$ cat src/rtl/mem_arb_pkg.sv
// Shared types for the unified-memory arbiter.
// Latency: n/a (types and constants only).
// Backpressure: n/a.
package mem_arb_pkg;

    typedef enum logic {IDLE, BUSY} arb_state_t;

    typedef enum logic {OWNER_IF, OWNER_D} arb_owner_t;

    // Wide enough for READ_LATENCY-1 with READ_LATENCY up to 15.
    localparam int LAT_CNT_W = 4;

endpackage

$ cat src/rtl/mem_arbiter.sv
// Arbitrates the single-port unified memory between instruction fetch and load/store data.
// Latency: grant and memory strobe in the request cycle; read data returns READ_LATENCY+1 cycles after grant.
// Backpressure: one access in flight; requests are held until gnt, and no grants are issued while a read is outstanding.
module mem_arbiter
    import mem_arb_pkg::*;
#(
    parameter int ADDR_W       = 32,
    parameter int READ_LATENCY = 1
) (
    input  logic              clk,
    input  logic              rst_n,

    input  logic              if_req,
    input  logic [ADDR_W-1:0] if_addr,
    output logic              if_gnt,
    output logic              if_rvalid,
    output logic [31:0]       if_rdata,

    input  logic              d_req,
    input  logic              d_we,
    input  logic [ADDR_W-1:0] d_addr,
    input  logic [31:0]       d_wdata,
    input  logic [3:0]        d_wmask,
    output logic              d_gnt,
    output logic              d_rvalid,
    output logic [31:0]       d_rdata,

    output logic              mem_en,
    output logic              mem_we,
    output logic [ADDR_W-1:0] mem_addr,
    output logic [31:0]       mem_wdata,
    output logic [3:0]        mem_wmask,
    input  logic [31:0]       mem_rdata
);

    localparam logic [LAT_CNT_W-1:0] LAT_LOAD = LAT_CNT_W'(READ_LATENCY - 1);

    arb_state_t             state, state_nxt;
    arb_owner_t             owner;
    arb_owner_t             last;
    logic [LAT_CNT_W-1:0]   lat_cnt;

    logic                   pick_d;
    logic                   pick_if;
    logic                   grant_any;
    logic                   grant_read;

    // Winner selection and memory drive for the grant cycle; grants are only issued from IDLE.
    always_comb begin
        pick_d     = 1'b0;
        pick_if    = 1'b0;
        if_gnt     = 1'b0;
        d_gnt      = 1'b0;
        mem_en     = 1'b0;
        mem_we     = 1'b0;
        mem_addr   = if_addr;
        mem_wdata  = d_wdata;
        mem_wmask  = 4'b0000;
        grant_any  = 1'b0;
        grant_read = 1'b0;
        state_nxt  = state;

        case (state)
            IDLE: begin
                // Data wins when it is alone, or on contention when fetch was served last.
                pick_d  = rst_n && d_req && (!if_req || (last == OWNER_IF));
                pick_if = rst_n && if_req && !pick_d;

                if_gnt    = pick_if;
                d_gnt     = pick_d;
                grant_any = pick_if || pick_d;
                mem_en    = grant_any;

                if (pick_d) begin
                    mem_addr  = d_addr;
                    mem_we    = d_we;
                    mem_wmask = d_wmask;
                end

                // Writes retire in the grant cycle; only reads wait for returned data.
                grant_read = pick_if || (pick_d && !d_we);
                if (grant_read) begin
                    state_nxt = BUSY;
                end
            end

            BUSY: begin
                if (lat_cnt == '0) begin
                    state_nxt = IDLE;
                end
            end

            default: begin
                state_nxt = IDLE;
            end
        endcase
    end

    // State, round-robin history, latency countdown and read-data return.
    always_ff @(posedge clk) begin
        if (!rst_n) begin
            state     <= IDLE;
            lat_cnt   <= '0;
            owner     <= OWNER_D;
            last      <= OWNER_IF;
            if_rvalid <= 1'b0;
            d_rvalid  <= 1'b0;
            if_rdata  <= 32'h0;
            d_rdata   <= 32'h0;
        end else begin
            state     <= state_nxt;
            if_rvalid <= 1'b0;
            d_rvalid  <= 1'b0;

            if (grant_any) begin
                last <= pick_d ? OWNER_D : OWNER_IF;
            end

            if (grant_read) begin
                owner   <= pick_d ? OWNER_D : OWNER_IF;
                lat_cnt <= LAT_LOAD;
            end

            if (state == BUSY) begin
                if (lat_cnt != '0) begin
                    lat_cnt <= lat_cnt - 1'b1;
                end else if (owner == OWNER_D) begin
                    d_rdata  <= mem_rdata;
                    d_rvalid <= 1'b1;
                end else begin
                    if_rdata  <= mem_rdata;
                    if_rvalid <= 1'b1;
                end
            end
        end
    end

endmodule

$ cat config.mk
export PLATFORM = sky130hd
export DESIGN_NAME = mem_arbiter
export DESIGN_NICKNAME = d
export VERILOG_FILES = /design/src/rtl/mem_arb_pkg.sv /design/src/rtl/mem_arbiter.sv
export SDC_FILE = /design/constraint.sdc
export NUM_CORES = 1
export LEC_CHECK = 0
export ABC_CLOCK_PERIOD_IN_PS = 1800
export BUFFER_PORTS_ARGS = -buffer_cell sky130_fd_sc_hd__buf_2
export CAP_MARGIN = 10
export CORE_ASPECT_RATIO = 2
export CORE_MARGIN = 10
export CORE_UTILIZATION = 40
export CTS_BUF_LIST = sky130_fd_sc_hd__clkbuf_8
export DETAILED_ROUTE_END_ITERATION = 10
export GPL_ROUTABILITY_DRIVEN = 0
export PLACE_DENSITY = 0.82
export REMOVE_ABC_BUFFERS = 1
export SYNTH_ARGS = -nofsm -noshare
export SYNTH_HDL_FRONTEND = slang
export SYNTH_SLANG_ARGS = --single-unit
$ cat constraint.sdc
create_clock -name clk -period 1.8 [get_ports clk]
set_clock_uncertainty 0.1 [all_clocks]
set_input_delay 0.36 -clock clk [delete_from_list [all_inputs] [get_ports clk]]
set_output_delay 0.36 -clock clk [all_outputs]
set_load 0.1 [all_outputs]
==> flow_summary.toml, run 1 <==
[outcome]
status = "finished, violations left"
violations = "negative setup slack"

[synth]
synthArstFlopShare = 0
yosysWarnings = 0
yosys-top-cells-area = "dfxtp_1 (45%), nand3_1 (11%), mux2_1 (9.7%), o21ai_0 (9.3%), buf_4 (7.9%)"
yosysSeqAreaShare = 0.451
synth_flop_cell = "dfxtp_1"
syn-cell-area_sq_mm = 0.00324
synthCells = 375
yosys.area.top_type_share = 0.451
synth.most_common_cell = "dfxtp_1"
ys_types = 29
synth_largest_area_cell = "dfxtp_1"
synth_area_per_cell_sq_um = 8.63
synth_common_cells = "dfxtp_1 (73), nand3_1 (68), o21ai_0 (60)"
synth-edff-count = 0
ys_seq_elements = 73

[worst_setup_path]
crit_path_frequent_cell = "buf_12"
path_class = "reg -> out"
cp-start-kind = "flip-flop"
path_cells = "nand2_2 -> nand3_4 -> buf_12 -> mux2_2 -> buf_12"
cp_max_fo = 17
r2r_cells = 8
worstPathRequired_ns = 1.34
end_kind = "output port"
critPathSlowestCell = "mux2_2"
max_stage_delay_ns = 0.38
worst-endpoint-arrival_ns = 1.60

[die]
initial_utilization = 0.408
die_w_um = 83.6
dieArea_sq_mm = 0.0123
rows = 46
coreArea_sq_mm = 0.00794
fp.dieH_um = 147
io_pins = 275

[detailed_routing]
drtPass1Iterations = 4
via_count = 3384
drt_iter0_drc = 161
wl_per_cell_um = 20.1
wirelength_um = 13100
drtAntennaViolNets = 0
route.detailed.drc = 0
vias_per_cell = 5.18

[clock_tree]
cts_buffers = 9
root_buffer = "clkbuf_8"
cts_tree = "done"
path_clk_slew_ns = 0.07
clkSinkCount = 73
ctsHtreeMaxLevel = 3
hold_buffers = 0
clk_latency_ns = 0.34
clk_path_buf_depth = 2

[sta]
finalSetupTns_ns = -9.35
hold_viol = 0
post-route-min-period_ns = 2.06
slew_viol_final = 0
setup_viol = 38
setup_ws_ns = -0.265
max_slew.worst_pin.slew_ns = 0.515
grt_setup_unrepaired = "yes"
slew_headroom = 0.659
finalCritPeriodShare = 1.15
fmax_mhz = 484

[worst_hold_path]
min_path_cells = 2
hp-class = "in -> reg"

[global_routing]
globalRouteOverflowTotal = 0
antenna_found_initial = 3
grt_usage = 0.197
grt_pass1_vias = 3559
grt_pass1_wl_um = 19200
grt_max_degree = 103

[cells_and_area]
register_area_sq_mm = 0.00146
syn2layout_area_growth_pct = 58.3
multi_input_area_sq_mm = 0.00146
fill_cells = 647
layout-drive-gt1-share = 0.527
nNetsFinal = 687
post-route-util = 0.646

[run]
cap_violations = 0

[placed_design]
port_buffers = 210
dpl.hpwl_um = 10400

[power_and_ir_drop]
pwr_density_cell_mw_per_mm2 = 864
p_leak_nw = 2.41
peakVddDrop_mv = 0.424
-- power by group --
part           total (W)  switching, W  internal, W
combinational    0.00155       0.00105     0.000501
clock            0.00120      0.000558     0.000642
sequential       0.00167     0.0000198      0.00165
-- cell families (layout without fill, tap and decap cells) --
kind of cell | count (synthesis) | in the layout | synth area share
adder cells (fa/ha/maj) | 1 | 1 | 0.00386
AND/OR/NAND/NOR | 127 | 127 | 0.190
other | 0 | 3 | 0
flip-flops | 73 | 73 | 0.451
buffers and inverters | 66 | 245 | 0.121
AO/OA/AOI/OAI | 75 | 75 | 0.120
multiplexers | 33 | 33 | 0.115
-- critical path, delay by kind of cell (launching register included) --
family        cells  cell delay [ns]
buf+inv           2             0.34
flops             1             0.35
mux               1             0.38
simple gates      2             0.19
-- registers in the layout, summed over array words and instances, names as in the netlist --
signal and count:
if_rdata 32, owner 1, state 1, d_rvalid 1, d_rdata 32, last 1, if_rvalid 1, lat_cnt 4
-- final cells by class --
class / count / area share
antenna: 3 / 0.00146
clock buffer: 13 / 0.0349
clock inverter: 3 / 0.00268
inverter: 5 / 0.00366
multi-input combinational: 236 / 0.285
sequential: 73 / 0.286
tap: 96 / 0.0234
timing repair buffer: 224 / 0.364
-- worst paths after layout --
kind	end	startpoint	slack (ns)
setup / recovery	mem_addr[2]	last$_SDFFE_PN0P_	-0.26
hold / removal	owner$_SDFFE_PN1P_	d_we	0.16
setup reg to reg	if_rdata[0]$_SDFFE_PN0P_	lat_cnt[1]$_SDFF_PN0_	0.10
hold reg to reg	d_rdata[17]$_SDFFE_PN0P_	d_rdata[17]$_SDFFE_PN0P_	0.36
-- repair_timing --
action                                  CTS  global route
pin swaps                                 2             3
endpoints found under the setup margin   40           105
gates cloned                              1             2
buffers inserted                          0             3
gates resized for setup                  45             7
-- layout by cell type (no fill, tap or decap), drive strengths merged, types with 2 or more instances in the layout --
master  count
o22ai       3
nand2      37
clkinv      2
a21oi       2
and2        5
diode       3
inv         6
dfxtp      73
nor2        8
nand2b      3
mux2       33
nand3      69
clkbuf     15
o21ai      67
buf       222
-- metrics by stage --
stage               hold slack (ns)  instances  worst slack, ns  cell area (sq um)  total power (W)
global placement              0.342        628           -0.149               4750          0.00320
finish                        0.156        653           -0.265               5130          0.00443
CTS                           0.138        645           -0.315               5020          0.00447
floorplan                     0.349        314            -1.44               2870          0.00264
detailed placement            0.353        628           -0.155               4750          0.00322
global route                  0.174        653           -0.331               5130          0.00459
-- metal layers --
layer	up-vias	GRT usage	routed length, um
met5	-	0.0343	57
met4	2	0.0842	239
met3	17	0.140	2010
met2	229	0.331	6700
met1	1523	0.173	4100
li1	1613	-	-
Power figures use the tool's default switching activity.
==> run 2, diff against run 1 <==
--- a/config.mk
+++ b/config.mk
@@ -8,13 +8,15 @@
 export ABC_CLOCK_PERIOD_IN_PS = 1800
 export BUFFER_PORTS_ARGS = -buffer_cell sky130_fd_sc_hd__buf_2
 export CAP_MARGIN = 10
+export CELL_PAD_IN_SITES_DETAIL_PLACEMENT = 0
+export CELL_PAD_IN_SITES_GLOBAL_PLACEMENT = 1
 export CORE_ASPECT_RATIO = 2
 export CORE_MARGIN = 10
-export CORE_UTILIZATION = 40
+export CORE_UTILIZATION = 26
 export CTS_BUF_LIST = sky130_fd_sc_hd__clkbuf_8
 export DETAILED_ROUTE_END_ITERATION = 10
 export GPL_ROUTABILITY_DRIVEN = 0
-export PLACE_DENSITY = 0.82
+export PLACE_DENSITY = 0.81
 export REMOVE_ABC_BUFFERS = 1
 export SYNTH_ARGS = -nofsm -noshare
 export SYNTH_HDL_FRONTEND = slang
==> flow_summary.toml, run 2 (synthesis results as in run 1) <==
[worst_setup_path]
crit_buf_inv = 2
worstPathRequired_ns = 1.34
path_delay_family = "multiplexers"
end_kind = "output port"
r2r_slack_ns = 0.15
crit_path_frequent_cell = "buf_12"
cp_max_fo = 19
path_class = "reg -> out"
max_stage_delay_ns = 0.38
worst-endpoint-arrival_ns = 1.61
path_depth = 5
critPathSlowestCell = "mux2_2"
r2r_cells = 8
cp-start-kind = "flip-flop"
path_cells = "nand2_2 -> nand3_4 -> buf_12 -> mux2_2 -> buf_12"

[worst_hold_path]
min_path_cells = 3
hp-class = "in -> reg"

[cells_and_area]
mostFrequentLayoutCells = "buf_2 (172), dfxtp_1 (71), nand3_1 (67), o21ai_0 (60), buf_12 (44)"
syn2layout_area_growth_pct = 64.5
nNetsFinal = 704
layout_commonest_cell = "buf_2"
largestRegisters = "d_rdata: 32 flops, if_rdata: 32 flops, lat_cnt: 4 flops"
layout-drive-gt1-share = 0.541

[sta]
hold_viol = 0
finalSetupTns_ns = -9.25
slew_headroom = 0.550
fmax_mhz = 483
max_slew.worst_pin.slew_ns = 0.675
hold_ws_ns = 0.160
grt_setup_unrepaired = "yes"
finalCritPeriodShare = 1.15
slew_viol_final = 0
setup_ws_ns = -0.272
setup_viol = 40
post-route-min-period_ns = 2.07

[outcome]
violations = "negative setup slack"
status = "finished, violations left"

[power_and_ir_drop]
pwr_density_cell_mw_per_mm2 = 883
peakVddDrop_mv = 0.654
p_leak_nw = 2.48

[detailed_routing]
drtAntennaViolNets = 0
drtPass1Iterations = 4
route.detailed.drc = 0
drt_iter0_drc = 140
via_count = 3366
wl_per_cell_um = 18.1
vias_per_cell = 4.68
wirelength_um = 13000

[die]
coreArea_sq_mm = 0.0122
io_pins = 275
rows = 57
die_w_um = 98.9
initial_utilization = 0.266
fp.dieH_um = 178
dieArea_sq_mm = 0.0176

[clock_tree]
clk_latency_ns = 0.34
path_clk_slew_ns = 0.09
root_buffer = "clkbuf_8"
cts_tree = "done"
clk_path_buf_depth = 2
cts_buffers = 9
clkSinkCount = 73
ctsHtreeMaxLevel = 3

[placed_design]
dpl.hpwl_um = 10400
port_buffers = 210
dp_slack_ns = -0.247

[global_routing]
antenna_found_initial = 0
grt_pass1_wl_um = 19300
grt_pass1_vias = 3657
globalRouteOverflowTotal = 0
grt_max_degree = 73
grt_usage = 0.140

[run]
cap_violations = 0
-- run 2: changes by cell type in the layout (fill, tap and decap cells not counted), sizes merged --
cell and change:
diode -2, clkinvlp +1, buf +18, bufinv +2, clkbuf -5, inv +1
-- run 2: worst paths after layout --
| path | from | endpoint |
|---|---|---|
| setup reg to reg | lat_cnt[1]$_SDFF_PN0_ | if_rdata[15]$_SDFFE_PN0P_ |
| hold reg to reg | d_rdata[12]$_SDFFE_PN0P_ | d_rdata[12]$_SDFFE_PN0P_ |
| hold / removal | mem_rdata[17] | d_rdata[17]$_SDFFE_PN0P_ |
| setup / recovery | last$_SDFFE_PN0P_ | mem_addr[26] |
-- run 2: repair_timing --
action,4_1_cts,5_1_grt
endpoints found under the setup margin,40,105
cloned,0,3
setup buffers,0,9
pin swaps,0,4
endpoints found under the hold margin,0,0
resized for setup,54,9
hold buffers,0,0
-- run 2: area by class of cell --
type | count | area, sq um
Antenna cell | 1 | 2.50
Clock inverter | 7 | 103
Clock buffer | 9 | 124
Multi-Input combinational cell | 236 | 1460
Tap cell | 147 | 184
Inverter | 5 | 26.3
Timing Repair Buffer | 241 | 1960
Fill cell | 1184 | 6870
Sequential cell | 73 | 1470
-- run 2: routing by layer --
layer  wire length [um]  track usage  up-vias
li1                   -            -     1639
met1               4370        0.129     1496
met2               6330        0.222      212
met3               2070        0.113       17
met4                221       0.0546        2
met5                 48       0.0235        -
-- run 2: per-stage QoR --
stage	std cells	utilization	instance area [sq um]	power [W]
after global routing	718	0.437	5320	0.00490
after CTS	708	0.427	5200	0.00477
final	719	0.437	5330	0.00470
after detailed placement	692	0.401	4890	0.00324
after global placement	692	0.401	4890	0.00322
after floorplan	314	-	2870	0.00264
-- run 2: power by group --
| group | switching, W | internal [W] |
|---|---|---|
| clock network | 0.000663 | 0.000795 |
| registers | 0.0000205 | 0.00165 |
| logic | 0.00105 | 0.000518 |
-- run 2: worst min-delay path, stage by stage --
cell     delay (ns)
buf_2          0.09
nand2_1        0.06
o21ai_1        0.05
==> run 3, diff against run 2 <==
--- a/config.mk
+++ b/config.mk
@@ -14,9 +14,10 @@
 export CORE_MARGIN = 10
 export CORE_UTILIZATION = 26
 export CTS_BUF_LIST = sky130_fd_sc_hd__clkbuf_8
+export CTS_CLUSTER_DIAMETER = 60
 export DETAILED_ROUTE_END_ITERATION = 10
 export GPL_ROUTABILITY_DRIVEN = 0
-export PLACE_DENSITY = 0.81
+export PLACE_DENSITY = 0.91
 export REMOVE_ABC_BUFFERS = 1
 export SYNTH_ARGS = -nofsm -noshare
 export SYNTH_HDL_FRONTEND = slang
==> flow_summary.toml, run 3 (synthesis results as in run 1) <==
[outcome]
status = "finished, violations left"
violations = "negative setup slack"

[cells_and_area]
instances_no_fill = 709
largestRegisters = "d_rdata: 32 flops, if_rdata: 32 flops, lat_cnt: 4 flops"
n_antenna_cell = 0
post-route-util = 0.420
layout-drive-gt1-share = 0.511
syn2layout_area_growth_pct = 58.3
layout_commonest_cell = "buf_2"
mostFrequentLayoutCells = "buf_2 (169), dfxtp_1 (70), nand3_1 (67), o21ai_0 (56), nand2_1 (36)"
nNetsFinal = 695

[global_routing]
globalRouteOverflowTotal = 0
globalRouteMet2Util = 0.236
use_met1 = 0.125
grt_max_degree = 44
grt_usage = 0.149
grtUsageMet3 = 0.129
grt_pass1_vias = 3548
antenna_found_initial = 0
grt_pass1_wl_um = 20100
grt-busiest-layer = "met2"

[clock_tree]
cts_tree = "done"
clk_path_buf_depth = 2
clk_latency_ns = 0.35
clkSinkCount = 73
hold_buffers = 0
cts_buffers = 9
root_buffer = "clkbuf_8"
ctsHtreeMaxLevel = 3
path_clk_slew_ns = 0.09

[run]
cap_violations = 0

[detailed_routing]
wl_per_cell_um = 19.5
drtPass1Iterations = 4
drtAntennaViolNets = 0
route.detailed.drc = 0
wirelength_um = 13800
via_count = 3282
vias_per_cell = 4.63
drt_iter0_drc = 117

[worst_setup_path]
cp_max_fo = 13
path_cells = "nor2_4 -> nand3_4 -> buf_12 -> mux2_1 -> buf_6"
cp-start-kind = "flip-flop"
critPathSlowestCell = "dfxtp_2"
max_stage_delay_ns = 0.34
worstPathRequired_ns = 1.34
worst-endpoint-arrival_ns = 1.66
path_class = "reg -> out"
end_kind = "output port"
path_delay_family = "buffers and inverters"
crit_buf_inv = 2

[sta]
slew_headroom = 0.659
setup_viol = 38
setup_ws_ns = -0.322
hold_viol = 0
finalCritPeriodShare = 1.18
slew_viol_final = 0
max_slew.worst_pin.slew_ns = 0.515
post-route-min-period_ns = 2.12
fmax_mhz = 471
grt_setup_unrepaired = "yes"

[placed_design]
port_buffers = 210
dp.cells = 687
dpl.hpwl_um = 10700

[power_and_ir_drop]
p_leak_nw = 2.42
clockPowerShare = 0.292
p_switching_w = 0.00174
p_int_w = 0.00276
pwr_density_cell_mw_per_mm2 = 877
peakVddDrop_mv = 0.468
pwr-share-comb = 0.336
pwr-share-seq = 0.372
p_sw_frac = 0.386

[die]
coreArea_sq_mm = 0.0122
die_w_um = 98.9
fp.dieH_um = 178
initial_utilization = 0.266
io_pins = 275
rows = 57
dieArea_sq_mm = 0.0176

[worst_hold_path]
hp-class = "in -> reg"
run 3: layout make-up:
type	count	area [sq um]
clock buffer	9	124
inverter	5	26.3
sequential	73	1470
tap	147	184
fill	1200	7070
timing repair buffer	232	1760
clock inverter	7	77.6
multi-input combinational	236	1490
run 3: path summary, 6_finish.rpt:
| path | startpoint | endpoint | slack, ns | cells after the start |
|---|---|---|---|---|
| setup / recovery | state$_SDFF_PN0_ | mem_addr[28] | -0.32 | 5 |
| hold / removal | mem_rdata[17] | d_rdata[17]$_SDFFE_PN0P_ | 0.16 | 3 |
| setup reg to reg | lat_cnt[0]$_SDFF_PN0_ | d_rdata[6]$_SDFFE_PN0P_ | 0.13 | 8 |
| hold reg to reg | d_rdata[17]$_SDFFE_PN0P_ | d_rdata[17]$_SDFFE_PN0P_ | 0.36 | 2 |
run 3: through the flow:
stage          setup TNS [ns]  hold slack (ns)  worst slack (ns)  cell area (sq um)  power [W]
2_1_floorplan          -72.61            0.349             -1.44               2870    0.00264
3_3_place_gp            -5.15            0.341            -0.171               4450    0.00303
3_5_place_dp            -5.46            0.347            -0.184               4450    0.00304
4_1_cts                -11.44            0.126            -0.335               5010    0.00454
5_1_grt                -13.74            0.146            -0.402               5130    0.00469
6_report               -10.57            0.159            -0.322               5130    0.00450
run 3: metal layers:
metal,vias to the layer above,part of all wire,wire (um)
met1,1424,0.32,4350
li1,1617,-,-
met4,2,0.027,379
met3,17,0.18,2420
met2,222,0.48,6610
met5,-,0.0035,49
run 3: power groups by stage:
stage | clock [W] | combinational (W) | sequential (W)
4_1_cts | 0.00137 | 0.00149 | 0.00167
6_report | 0.00131 | 0.00151 | 0.00167
3_5_place_dp | 0 | 0.00133 | 0.00171
2_1_floorplan | 0 | 0.000676 | 0.00196
3_3_place_gp | 0 | 0.00132 | 0.00171
5_1_grt | 0.00145 | 0.00157 | 0.00168
run 3: timing repair:
item | in CTS | in global routing
pin swaps | 3 | 3
cloned | 1 | 1
buffers inserted | 0 | 4
resized for setup | 109 | 23
endpoints found under the setup margin | 42 | 100
run 3: worst min-delay path: stages:
cell and delay, ns:
buf_2 0.09, nand2_1 0.06, o21ai_1 0.05
